## src/rtl/shift_cmd_queue.sv

```systemverilog
// shift_cmd_queue: DEPTH-entry show-ahead FIFO of {CTRL,D} commands feeding a shifter-rotator.
// Define SHIFT_CMD_QUEUE_BYPASS_EN to let a command offered to an empty queue pass straight through.
module shift_cmd_queue #(
    parameter int DEPTH = 4
) (
    input  logic                     CLK,
    input  logic                     RST,
    input  logic                     FLUSH,
    input  logic                     IN_VALID,
    output logic                     IN_READY,
    input  logic [3:0]               IN_D,
    input  logic [2:0]               IN_CTRL,
    output logic                     OUT_VALID,
    input  logic                     OUT_READY,
    output logic [3:0]               OUT_D,
    output logic [2:0]               OUT_CTRL,
    output logic [$clog2(DEPTH):0]   COUNT,
    output logic [7:0]               ISSUED
);
    localparam int AW = $clog2(DEPTH);
    localparam int CW = AW + 1;
    localparam logic [CW-1:0] FULL_CNT = CW'(DEPTH);

    logic [6:0]    mem_q [DEPTH];
    logic [AW-1:0] wr_ptr_q, wr_ptr_d;
    logic [AW-1:0] rd_ptr_q, rd_ptr_d;
    logic [CW-1:0] count_q, count_d;
    logic [7:0]    issued_q, issued_d;

    logic       in_ready_s;
    logic       out_valid_s;
    logic       bypass_s;
    logic       push_s;
    logic       pop_s;
    logic       store_s;
    logic       unload_s;
    logic [6:0] head_s;

    // Handshake decode, head selection and next-state for pointers/counters.
    always_comb begin
        in_ready_s = (count_q != FULL_CNT) && !FLUSH;
`ifdef SHIFT_CMD_QUEUE_BYPASS_EN
        bypass_s   = (count_q == {CW{1'b0}}) && !FLUSH && IN_VALID;
`else
        bypass_s   = 1'b0;
`endif
        out_valid_s = ((count_q != {CW{1'b0}}) && !FLUSH) || bypass_s;
        if (bypass_s) begin
            head_s = {IN_CTRL, IN_D};
        end else begin
            head_s = mem_q[rd_ptr_q];
        end
        push_s   = IN_VALID && in_ready_s;
        pop_s    = out_valid_s && OUT_READY;
        // A bypassed command that is consumed immediately never touches storage.
        store_s  = push_s && !(bypass_s && OUT_READY);
        unload_s = pop_s && !bypass_s;

        wr_ptr_d = wr_ptr_q;
        rd_ptr_d = rd_ptr_q;
        count_d  = count_q;
        issued_d = issued_q;
        if (FLUSH) begin
            wr_ptr_d = {AW{1'b0}};
            rd_ptr_d = {AW{1'b0}};
            count_d  = {CW{1'b0}};
        end else begin
            if (store_s) begin
                wr_ptr_d = wr_ptr_q + AW'(1);
            end else begin
                wr_ptr_d = wr_ptr_q;
            end
            if (unload_s) begin
                rd_ptr_d = rd_ptr_q + AW'(1);
            end else begin
                rd_ptr_d = rd_ptr_q;
            end
            case ({store_s, unload_s})
                2'b10:   count_d = count_q + CW'(1);
                2'b01:   count_d = count_q - CW'(1);
                default: count_d = count_q;
            endcase
            if (pop_s) begin
                issued_d = issued_q + 8'd1;
            end else begin
                issued_d = issued_q;
            end
        end
    end

    // Pointer, occupancy and issue-count registers.
    always_ff @(posedge CLK or posedge RST) begin
        if (RST) begin
            wr_ptr_q <= {AW{1'b0}};
            rd_ptr_q <= {AW{1'b0}};
            count_q  <= {CW{1'b0}};
            issued_q <= 8'd0;
        end else begin
            wr_ptr_q <= wr_ptr_d;
            rd_ptr_q <= rd_ptr_d;
            count_q  <= count_d;
            issued_q <= issued_d;
        end
    end

    // Command storage; contents are not reset.
    always_ff @(posedge CLK) begin
        if (store_s) begin
            mem_q[wr_ptr_q] <= {IN_CTRL, IN_D};
        end
    end

    assign IN_READY  = in_ready_s;
    assign OUT_VALID = out_valid_s;
    assign OUT_CTRL  = head_s[6:4];
    assign OUT_D     = head_s[3:0];
    assign COUNT     = count_q;
    assign ISSUED    = issued_q;
endmodule

```

## config.mk

```make
export PLATFORM = sky130hd
export DESIGN_NAME = shift_cmd_queue
export DESIGN_NICKNAME = d
export VERILOG_FILES = /design/src/rtl/shift_cmd_queue.sv
export SDC_FILE = /design/constraint.sdc
export NUM_CORES = 1
export LEC_CHECK = 0
export ABC_AREA = 1
export BUFFER_PORTS_ARGS = -buffer_cell sky130_fd_sc_hd__buf_2
export CAP_MARGIN = 20
export CELL_PAD_IN_SITES_DETAIL_PLACEMENT = 0
export CELL_PAD_IN_SITES_GLOBAL_PLACEMENT = 1
export CORE_AREA = 8 8 76 78
export CTS_CLUSTER_SIZE = 8
export DETAILED_ROUTE_END_ITERATION = 12
export DIE_AREA = 0 0 84 86
export HOLD_SLACK_MARGIN = 0.12
export PLACE_DENSITY = 0.87
export SYNTH_ARGS = -nofsm -noshare
export SYNTH_HDL_FRONTEND = slang
export SYNTH_SLANG_ARGS = --single-unit
```

## constraint.sdc

```tcl
create_clock -name CLK -period 2.2 [get_ports CLK]
set_input_delay 0.22 -clock CLK [delete_from_list [all_inputs] [get_ports CLK]]
set_output_delay 0.22 -clock CLK [all_outputs]
set_load 0.05 [all_outputs]
```

Yosys cells after proc, flatten, opt, wreduce, memory -nomap -nowiden
Memories as Yosys holds them, arrays and structs flattened. Index checks and enable logic that the tools add are counted.

Register bits after elaboration: 15. Bits in writable memories: 28. Output and inout bits: 20. Word-level logic and storage cells: 32. Memories kept: 1.

Add/sub/neg operators: 5. Eq/ne operators: 3. Multiplexer cells: 8. Bitwise gates (word level): 1. Reductions and logical operators: 10.

Memory list: mem_q (depth 4, bits a word 7, rd ports 1, clocked after Yosys merged registers in 0, write ports 1, line 24) `logic [6:0] mem_q [DEPTH];`.

Operator list (count): 8-bit by 1-bit adder with 8-bit output (second input constant) (1); 2-bit 2-to-1 mux (4); 3-bit case mux with 2 select lines (1); 3-bit nonzero test (2); 2-bit by 1-bit adder with 2-bit output (second input constant) (2); 1-bit logical AND (4); 2-bit nonzero test (2); 3-bit by 1-bit adder with 3-bit output (second input constant) (1); 3-bit 2-to-1 mux (1); 3-bit inequality test (second input constant) (1); 3-bit by 1-bit subtractor with 3-bit output (second input constant) (1); 2-bit by 1-bit equality test with 1-bit output (second input constant) (1); 2-bit equality test (second input constant) (1); 1-bit 2-to-1 mux (2); 2-bit AND reduction (1); 1-bit logical NOT (1); 1-bit NOT (1).

Logic depth before layout (Yosys ltp)
Gate-level depths: netlist of run 1.

Word-level depth: 6. Depth in mapped cells: 13.

Least setup slack after synthesis of run 1
OpenSTA, ideal clock, no wires.

Path kind: register to register. Start point: register count_q[0] (netlist: COUNT[0]). End point: register count_q[2] (netlist: COUNT[2]). Setup time: 0.119 ns. Arrival: 2.063 ns. Slack: 0.018 ns. Stages on the path, launching flop included: 13. Buffers on the path: 0. Cell sequence: dfrtp_1 -> nor2_2 -> nand2_1 -> nand3_2 -> nand2_1 -> inv_1 -> fa_1 -> xnor2_1 -> inv_1 -> nand2_1 -> nand2_1 -> nand3_1 -> nand2_1.

Cells in the longest elaborated chain, start to end: 6. Elaborated cells between the ends (all ways): 13. Classes of those cells: add/sub: 2; eq/ne: 3; mux: 2; reduce/logical: 6.

RTL lines: start, declared (line 27) `logic [CW-1:0] count_q, count_d;`; start signal, assigned (line 96) `count_q <= {CW{1'b0}};`; start signal, assigned (line 101) `count_q <= count_d;`; 3-bit inequality test or 3-bit nonzero test (tied branches) (line 41, 47); 1-bit logical AND, on equally long branches (line 41, 47); 1-bit logical AND, on equally long branches (line 53, 54); 2-bit by 1-bit equality test with 1-bit output or 2-bit equality test (tied branches) (line 78) `case ({store_s, unload_s})`; 3-bit case mux with 2 select lines (line 78); 3-bit 2-to-1 mux (line 63) `if (FLUSH) begin`.

Several ways; a longest one is shown, not always the timed one. A chain may end at the register's enable or synchronous reset.

Worst setup path after layout of run 1
Same ends and word-level chain as after synthesis.

==> impl_metrics.toml, run 1 <==
[run_status]
run_status = "complete, no violations"

[clocking]
numCtsBuffers = 5
cts_sinks = 43
cts_setup_buffers = 0
clock-root-buffer = "clkbuf_8"
cts_tree = "built"
insertion_delay_ns = 0.29
path_clk_slew_ns = 0.08
clk_path_buf_depth = 2
cts_htree_levels = 2

[timing]
maxSlewViolCount = 0
period_needed_ns = 2.00
fin_setup_tns_ns = 0
fin_crit_sh = 0.910
hold_viol_final = 0
fin_worst_skew_ns = 0.0103
slew_headroom = 0.611
rsz0062_at_grt = "no"
fmax_mhz = 499
setup_violations = 0
worst_pin_slew_ns = 0.583
worst_slack_ns = 0.198

[floorplanning]
initial_core_util = 0.414
die_h_um = 86
coreArea_um2 = 4600
ios = 32
dieArea_um2 = 7220
rows = 25
die_w_um = 84

[setup_path]
crit_path_frequent_cell = "nand2_1"
critPathLaunchType = "flop"
max_stage_delay_ns = 0.45
cp-end-kind = "flop"
crit_required_ns = 2.39
worstPathCellList = "nor2_2 > nand2_1 > nand2_2 > nor2_4 > nand2_1 > inv_1 > fa_1 > xnor2_1 > inv_1 > nand2_1 > nand2_1 > nand3_1 > nand2_1"
cp_num_buf_inv = 2
path_max_fanout = 11
cp_slowest_cell = "dfrtp_1"
path_delay_family = "simple AND/OR/NAND/NOR gates"
path_class = "flop to flop"
worstPathArrival_ns = 2.19

[yosys]
yosysWarnings = 0
synth-seq-cells = 43
yosys.area_share.simple = 0.155
synth_top_family_by_area = "simple AND/OR/NAND/NOR gates"
synth_compound_area_frac = 0.0742
async_reset_ff_frac = 0.349
ys_types = 24
ys.flop_type = "edfxtp_1"
synth_nets = 191
yosysSeqAreaShare = 0.639
synth_cells = 173
postSynthAreaPerCell_um2 = 11.0
synth_enable_flop_cells = 28
synth_area_um2 = 1900
synthXorXnorAreaFrac = 0.0368
synth_fa_ha_area_frac = 0.0434
synthMuxAreaShare = 0

[final_layout]
nNetsFinal = 232
diodes = 0
layout_commonest_cell = "buf_2"
final_cell_mix = "31 x buf_2, 30 x nand2_1, 28 x edfxtp_1"
syn_to_final_growth_pct = 18.9
final_layout_size_suffix_gt1_frac = 0.251
nFillCells = 413
final_util = 0.493

[routing]
finalWirelength_um = 3600
ant_nets = 0
drt-pass1-iter-count = 4
drcViolationCount = 0
drtIter0Drc = 46
drt-wirelength-per-cell_um = 13.4
via_per_inst = 4.81
via_count = 1293

[power_and_ir_drop]
ir_worst_vdd_v = 0.000524
p_leak_uw = 0.00102
power_density_nw_per_um2 = 1230

[worst_hold_path]
hp-class = "primary input to flop"

[global_route]
grt_pass1_wl_um = 6200
overflow = 0
antenna_found_initial = 0
grt_max_degree = 18
grt_use_total = 0.107
grt_pass1_vias = 1343

[place]
hpwl_um = 2580
port_buffers = 31
dp_worst_setup_slack_ns = 0.221
routabilityCongestion = 0.801

[job]
maxCapViolations = 0
[logic make-up (layout without fill, tap and decap cells)]
logic type | Yosys count | after routing
AOI/OAI and AO/OA | 26 | 26
xor gates and xnor gates | 8 | 8
adders and majority gates | 6 | 6
buffers and inverters | 23 | 65
DFF | 43 | 43
and+or+nand+nor | 67 | 67
[per-layer routing]
layer  vias up  global-route usage  share of wire
met5         -                   0              0
met4         0              0.0565          0.023
li1        658                   -              -
met3         7              0.0265          0.036
met2        26               0.181           0.50
met1       602               0.121           0.44
[layout make-up]
| class | count | area, µm² | share of cell area |
|---|---|---|---|
| clock inverters | 3 | 38.8 | 0.0171 |
| multi-input cells | 107 | 589 | 0.260 |
| repair buffers | 38 | 210 | 0.0928 |
| clock buffers | 5 | 68.8 | 0.0304 |
| flip-flops and latches | 43 | 1220 | 0.537 |
| well taps | 54 | 67.6 | 0.0298 |
| inverters | 19 | 73.8 | 0.0326 |
[where the power goes]
| part | switching [µW] | internal [µW] |
|---|---|---|
| Clock | 246 | 332 |
| Combinational | 843 | 275 |
| Sequential | 106 | 972 |
[registers in the layout (all words and copies together) (netlist names)]
signal / flops
COUNT: 3
wr_ptr_q: 2
ISSUED: 8
rd_ptr_q: 2
mem_q: 28
[metrics by stage]
step	instance area, µm²	instances	power (µW)	hold slack, ns
floorplan	1900	173	1950	0.121
global placement	2150	260	2200	0.307
detailed placement	2150	260	2230	0.315
CTS	2260	269	2810	0.137
global route	2260	269	2940	0.133
finish	2260	269	2780	0.148
[final timing paths]
kind	startpoint	endpoint	slack [ns]	cells after the start
max in group asynchronous	RST	ISSUED[4]$_DFFE_PP0P_	1.28	3
min in group asynchronous	RST	COUNT[1]$_DFFE_PP0P_	0.54	3
worst min register to register	ISSUED[0]$_DFFE_PP0P_	ISSUED[0]$_DFFE_PP0P_	0.53	1
worst min-delay path	IN_CTRL[0]	mem_q[1][4]$_DFFE_PP_	0.15	1
worst max-delay path	COUNT[0]$_DFFE_PP0P_	COUNT[2]$_DFFE_PP0P_	0.20	13
worst max register to register	COUNT[0]$_DFFE_PP0P_	COUNT[2]$_DFFE_PP0P_	0.20	13
[what timing repair did]
| action | 4_1_cts | 5_1_grt |
|---|---|---|
| gates resized for setup | 0 | 0 |
| hold endpoints to repair | 15 | 0 |
| hold buffers | 1 | 0 |
[Yosys cell counts (2+ instances only)]
| master | count | area, µm² |
|---|---|---|
| nand2_1 | 30 | 113 |
| edfxtp_1 | 28 | 841 |
| nor2_1 | 20 | 75.1 |
| o21ai_0 | 17 | 85.1 |
| inv_1 | 16 | 60.1 |
| dfrtp_1 | 15 | 375 |
| o22ai_1 | 7 | 43.8 |
| xnor2_1 | 7 | 61.3 |
| nand3_1 | 6 | 30.0 |
| ha_1 | 5 | 62.6 |
| nand2_2 | 4 | 25.0 |
| nand4_1 | 4 | 25.0 |
| buf_2 | 2 | 10.0 |
| inv_2 | 2 | 7.51 |
No activity file was read; power rests on OpenSTA's default activity.
==> run 2, diff against run 1 <==
==> constraint.sdc (replaced) <==
create_clock -name CLK -period 2.2 [get_ports CLK]
set_input_delay 0.33 -clock CLK [delete_from_list [all_inputs] [get_ports CLK]]
set_output_delay 0.33 -clock CLK [all_outputs]
set_load 0.05 [all_outputs]
==> run 2 against run 1 <==
- die area unchanged
- combinational power about the same
- highest routed layer unchanged
- largest power group unchanged
- largest cell class unchanged
- critical path type is now flop to primary output
- worst hold slack better by 0.11 ns
==> impl_metrics.toml, run 2 (synthesized netlist as in run 1, its figures left out) <==
[run_status]
run_status = "complete, no violations"

[timing]
slew_headroom = 0.607
worst_pin_slew_ns = 0.589
maxSlewViolCount = 0
hold_viol_final = 0
fmax_mhz = 514
whs_ns = 0.256
fin_crit_sh = 0.885
period_needed_ns = 1.95
setup_violations = 0
fin_worst_skew_ns = 0.00954
rsz0062_at_grt = "no"
fin_setup_tns_ns = 0

[setup_path]
r2r_cells = 13
cp-end-kind = "primary output"
regToRegStartpoint = "COUNT[0]$_DFFE_PP0P_"
critical_path.startpoint = "rd_ptr_q[0]$_DFFE_PP0P_"
critPathLaunchType = "flop"
crit_end = "OUT_CTRL[2]"
crit_required_ns = 1.87
reg2reg_slack_ns = 0.26
path_class = "flop to primary output"
worstPathArrival_ns = 1.62
r2r-end = "COUNT[2]$_DFFE_PP0P_"
path_max_fanout = 17

[floorplanning]
rows = 25
coreArea_um2 = 4600
dieArea_um2 = 7220
initial_core_util = 0.414
ios = 32
die_w_um = 84
die_h_um = 86

[global_route]
antenna_found_initial = 0
grt_max_degree = 18
use_met1 = 0.123
grt_pass1_wl_um = 5870
met3_usage = 0.0303
grt_pass1_vias = 1208
met2_usage = 0.160
overflow = 0
busiest_layer = "met2"
grt_use_total = 0.101

[routing]
drcViolationCount = 0
ant_nets = 0
drtIter0Drc = 99
drt-wirelength-per-cell_um = 12.9
via_per_inst = 4.72
via_count = 1270
drt-pass1-iter-count = 4
finalWirelength_um = 3480

[worst_hold_path]
hp-class = "primary input to flop"

[place]
routabilityCongestion = 0.817
port_buffers = 31
hpwl_um = 2480

[final_layout]
nNetsFinal = 232
diodes = 0
regArea_um2 = 1220
nFillCells = 414
layout_commonest_cell = "buf_2"
final_cell_mix = "31 x buf_2, 30 x nand2_1, 28 x edfxtp_1"
syn_to_final_growth_pct = 17.7
largest_register_ffs = 28
multi_input_area_um2 = 589
top_register = "mem_q"
final_layout_size_suffix_gt1_frac = 0.247

[clocking]
insertion_delay_ns = 0.29
clk_path_buf_depth = 2
cts_htree_levels = 2
cts_tree = "built"
path_clk_slew_ns = 0.08
clock-root-buffer = "clkbuf_8"
numCtsBuffers = 5
ctsResizeCount = 0
cts_sinks = 43
cts_setup_buffers = 0

[power_and_ir_drop]
ir_worst_vdd_v = 0.000462
p_leak_uw = 0.00100
power_density_nw_per_um2 = 1180

[job]
maxCapViolations = 0
==> run 2: per-layer routing <==
| layer | vias to the layer above | part of all wire |
|---|---|---|
| li1 | 663 | - |
| met1 | 576 | 0.47 |
| met2 | 27 | 0.48 |
| met3 | 4 | 0.041 |
| met4 | 0 | 0.015 |
| met5 | - | 0 |
==> run 2: critical path: stages, from the launching register on <==
cell	delay, ns
dfrtp_1	0.38
inv_1	0.34
o21ai_0	0.14
o22ai_1	0.16
buf_2	0.30
==> run 2: repair_timing <==
action | in CTS | in global routing
endpoints found under the hold margin | 15 | 0
hold buffers | 1 | 0
endpoints found under the setup margin | 0 | 0
==> run 2: area by class of cell <==
cell class	instances	area share
multi-input cells	107	0.263
clock buffers	5	0.0307
well taps	54	0.0302
clock inverters	3	0.00670
inverters	19	0.0329
flip-flops and latches	43	0.543
repair buffers	38	0.0938
==> run 2: how the worst min path moves through the flow <==
stage / slack (ns) / cells past startpoint / start / endpoint
2_1_floorplan: 0.23 / 1 / RST / COUNT[0]$_DFFE_PP0P_
3_3_place_gp: 0.41 / 2 / RST / COUNT[1]$_DFFE_PP0P_
3_5_place_dp: 0.43 / 2 / RST / ISSUED[2]$_DFFE_PP0P_
4_1_cts: 0.24 / 1 / IN_CTRL[0] / mem_q[3][4]$_DFFE_PP_
5_1_grt: 0.23 / 1 / IN_CTRL[0] / mem_q[0][4]$_DFFE_PP_
6_report: 0.26 / 1 / IN_CTRL[0] / mem_q[3][4]$_DFFE_PP_
==> run 2: stage by stage <==
stage | area, µm² | total power, µW | std cells | worst slack, ns | util
floorplan | 1900 | 1950 | 173 | 0.0176 | -
global placement | 2150 | 2200 | 260 | 0.296 | 0.467
detailed placement | 2150 | 2210 | 260 | 0.244 | 0.467
CTS | 2240 | 2680 | 269 | 0.228 | 0.487
global route | 2240 | 2810 | 269 | 0.0567 | 0.487
finish | 2240 | 2650 | 269 | 0.253 | 0.487
==> run 2: where the power goes <==
| group | internal, µW | switching, µW | leakage, µW | total [µW] |
|---|---|---|---|---|
| logic | 274 | 831 | 0.000509 | 1110 |
| registers | 972 | 104 | 0.000453 | 1080 |
| clock network | 215 | 249 | 0.0000392 | 464 |
| total | 1460 | 1180 | 0.00100 | 2650 |
==> run 3, diff against run 2 <==
- CELL_PAD_IN_SITES_DETAIL_PLACEMENT: 0 -> not set
- CELL_PAD_IN_SITES_GLOBAL_PLACEMENT: 1 -> not set
- CORE_AREA: 8 8 76 78 -> 8 8 68 70
- DIE_AREA: 0 0 84 86 -> 0 0 76 78
- PLACE_DENSITY: 0.87 -> 0.88
==> run 3 against run 2 <==
- worst setup slack got worse by 0.13 ns
- sequential share of layout area grew 0.79 points
- sequential power about the same
- total power is 2.2% lower
- worst hold slack got worse by 0.071 ns
- non-clock buffer count unchanged
- cell area decreased by 1.3%
- count of clock-buffer cells in the layout increased by 2
- via count rose by 7.1%
- critical path depth unchanged
- sequential cell count stayed put
- highest routed layer unchanged
==> impl_metrics.toml, run 3 (synthesized netlist as in run 1, its figures left out) <==
[final_layout]
top_register = "mem_q"
stdcell_count = 263
final_layout_size_suffix_gt1_frac = 0.256
nNetsFinal = 232
layout_commonest_cell = "buf_2"
diodes = 0
syn_to_final_growth_pct = 16.1
final_cell_mix = "31 x buf_2, 30 x nand2_1, 28 x edfxtp_1"
largest_register_ffs = 28

[routing]
ant_nets = 0
via_count = 1360
drtIter0Drc = 124
finalWirelength_um = 3760
drcViolationCount = 0
drt-pass1-iter-count = 4
via_per_inst = 5.17
drt-wirelength-per-cell_um = 14.3

[setup_path]
crit_required_ns = 1.87
cp-end-kind = "primary output"
path_delay_family = "buffers and inverters"
path_max_fanout = 17
critPathLaunchType = "flop"
cp_slowest_cell = "dfrtp_1"
worstPathArrival_ns = 1.74
worstPathCellList = "inv_1 > o21ai_0 > o22ai_1 > buf_2"
cp_num_buf_inv = 2
path_class = "flop to primary output"
max_stage_delay_ns = 0.40
regToRegStartpoint = "COUNT[0]$_DFFE_PP0P_"
critical_path.startpoint = "rd_ptr_q[0]$_DFFE_PP0P_"

[worst_hold_path]
min_from = "IN_CTRL[0]"
hp-class = "primary input to flop"

[floorplanning]
dieArea_um2 = 5930
coreArea_um2 = 3550
ios = 32
die_w_um = 76
die_h_um = 78
initial_core_util = 0.536
rows = 22

[global_route]
met2_usage = 0.243
antenna_found_initial = 0
grt_max_degree = 18
use_met1 = 0.127
grt_use_total = 0.133
grt_pass1_wl_um = 6290
overflow = 0
met3_usage = 0.0415
busiest_layer = "met2"
grt_pass1_vias = 1438

[place]
routabilityCongestion = 0.839
dp_cells = 254
port_buffers = 31
hpwl_um = 2740

[power_and_ir_drop]
pwr-share-comb = 0.434
p_int_uw = 1400
p_clk_frac = 0.147
power_density_nw_per_um2 = 1170
ir_worst_vdd_v = 0.000631
p_sw_uw = 1190
seqPwrFrac = 0.418
switching_share = 0.458
p_leak_uw = 0.000995

[timing]
fmax_mhz = 482
period_needed_ns = 2.07
whs_ns = 0.184
rsz0062_at_grt = "no"
maxSlewViolCount = 0
fin_crit_sh = 0.943
slew_headroom = 0.634
fin_setup_tns_ns = 0
worst_pin_slew_ns = 0.549
hold_viol_final = 0
setup_violations = 0
fin_worst_skew_ns = 0.0134

[clocking]
cts_sinks = 43
cts_htree_levels = 2
clock-root-buffer = "clkbuf_4"
cts_tree = "built"
cts_setup_buffers = 0
path_clk_slew_ns = 0.12
clk_path_buf_depth = 2
numCtsBuffers = 5
insertion_delay_ns = 0.34

[job]
maxCapViolations = 0

[run_status]
run_status = "complete, no violations"
-- run 3: cell types whose count changed in the layout (fill, tap and decap cells not counted), sizes merged --
| cell | previous run | this run |
|---|---|---|
| clkinv | 2 | 1 |
| clkinvlp | 1 | 0 |
| clkbuf | 5 | 7 |
-- run 3: timing repair --
item / CTS / global route
hold buffers: 1 / 0
setup endpoints to repair: 0 / 1
hold endpoints to repair: 15 / 0
resized for setup: 0 / 1
-- run 3: worst reg2reg max path, cell delays in order, from the launching register on --
cell and delay (ns):
dfrtp_2 0.46, nor2_2 0.18, nand2_1 0.09, nand2_2 0.10, nor2_4 0.08, nand2_1 0.08
inv_1 0.06, fa_1 0.38, xnor2_1 0.22, inv_1 0.06, nand2_1 0.06, nand2_1 0.05
nand3_1 0.07, nand2_1 0.05
-- run 3: worst paths after layout --
path                                         end  cells past startpoint  slack, ns
max in group asynchronous   COUNT[0]$_DFFE_PP0P_                      3       1.23
max                                     OUT_D[0]                      4       0.13
min                        mem_q[0][4]$_DFFE_PP_                      1       0.18
min reg2reg                ISSUED[5]$_DFFE_PP0P_                      1       0.53
min in group asynchronous  ISSUED[1]$_DFFE_PP0P_                      3       0.58
max reg2reg                 COUNT[2]$_DFFE_PP0P_                     13       0.17
-- run 3: metrics by stage --
step | area [µm²] | setup slack, ns | total power [µW] | util
after floorplan | 1900 | 0.0176 | 1950 | -
after global placement | 2140 | 0.321 | 2190 | 0.603
after detailed placement | 2140 | 0.181 | 2230 | 0.603
after CTS | 2210 | 0.0858 | 2620 | 0.622
after global routing | 2210 | 0.00776 | 2740 | 0.623
final | 2210 | 0.126 | 2590 | 0.623
-- run 3: per-layer routing --
metal	up-vias	wire length, µm
met5	-	0
met4	0	86
met3	7	207
met2	28	2060
met1	659	1400
li1	666	-
-- run 3: cell type report --
type / count / area [µm²]
Timing Repair Buffer: 38 / 210
Clock inverter: 1 / 5.00
Tap cell: 48 / 60.1
Multi-Input combinational cell: 107 / 589
Inverter: 19 / 73.8
Sequential cell: 43 / 1220
Fill cell: 282 / 1340
Clock buffer: 7 / 55.1
-- run 3: power by group through the flow --
stage          Clock (µW)  Combinational, µW  Sequential, µW
2_1_floorplan           0                678            1270
3_3_place_gp            0               1100            1090
3_5_place_dp            0               1130            1100
4_1_cts               400               1140            1080
5_1_grt               419               1220            1100
6_report              382               1120            1080
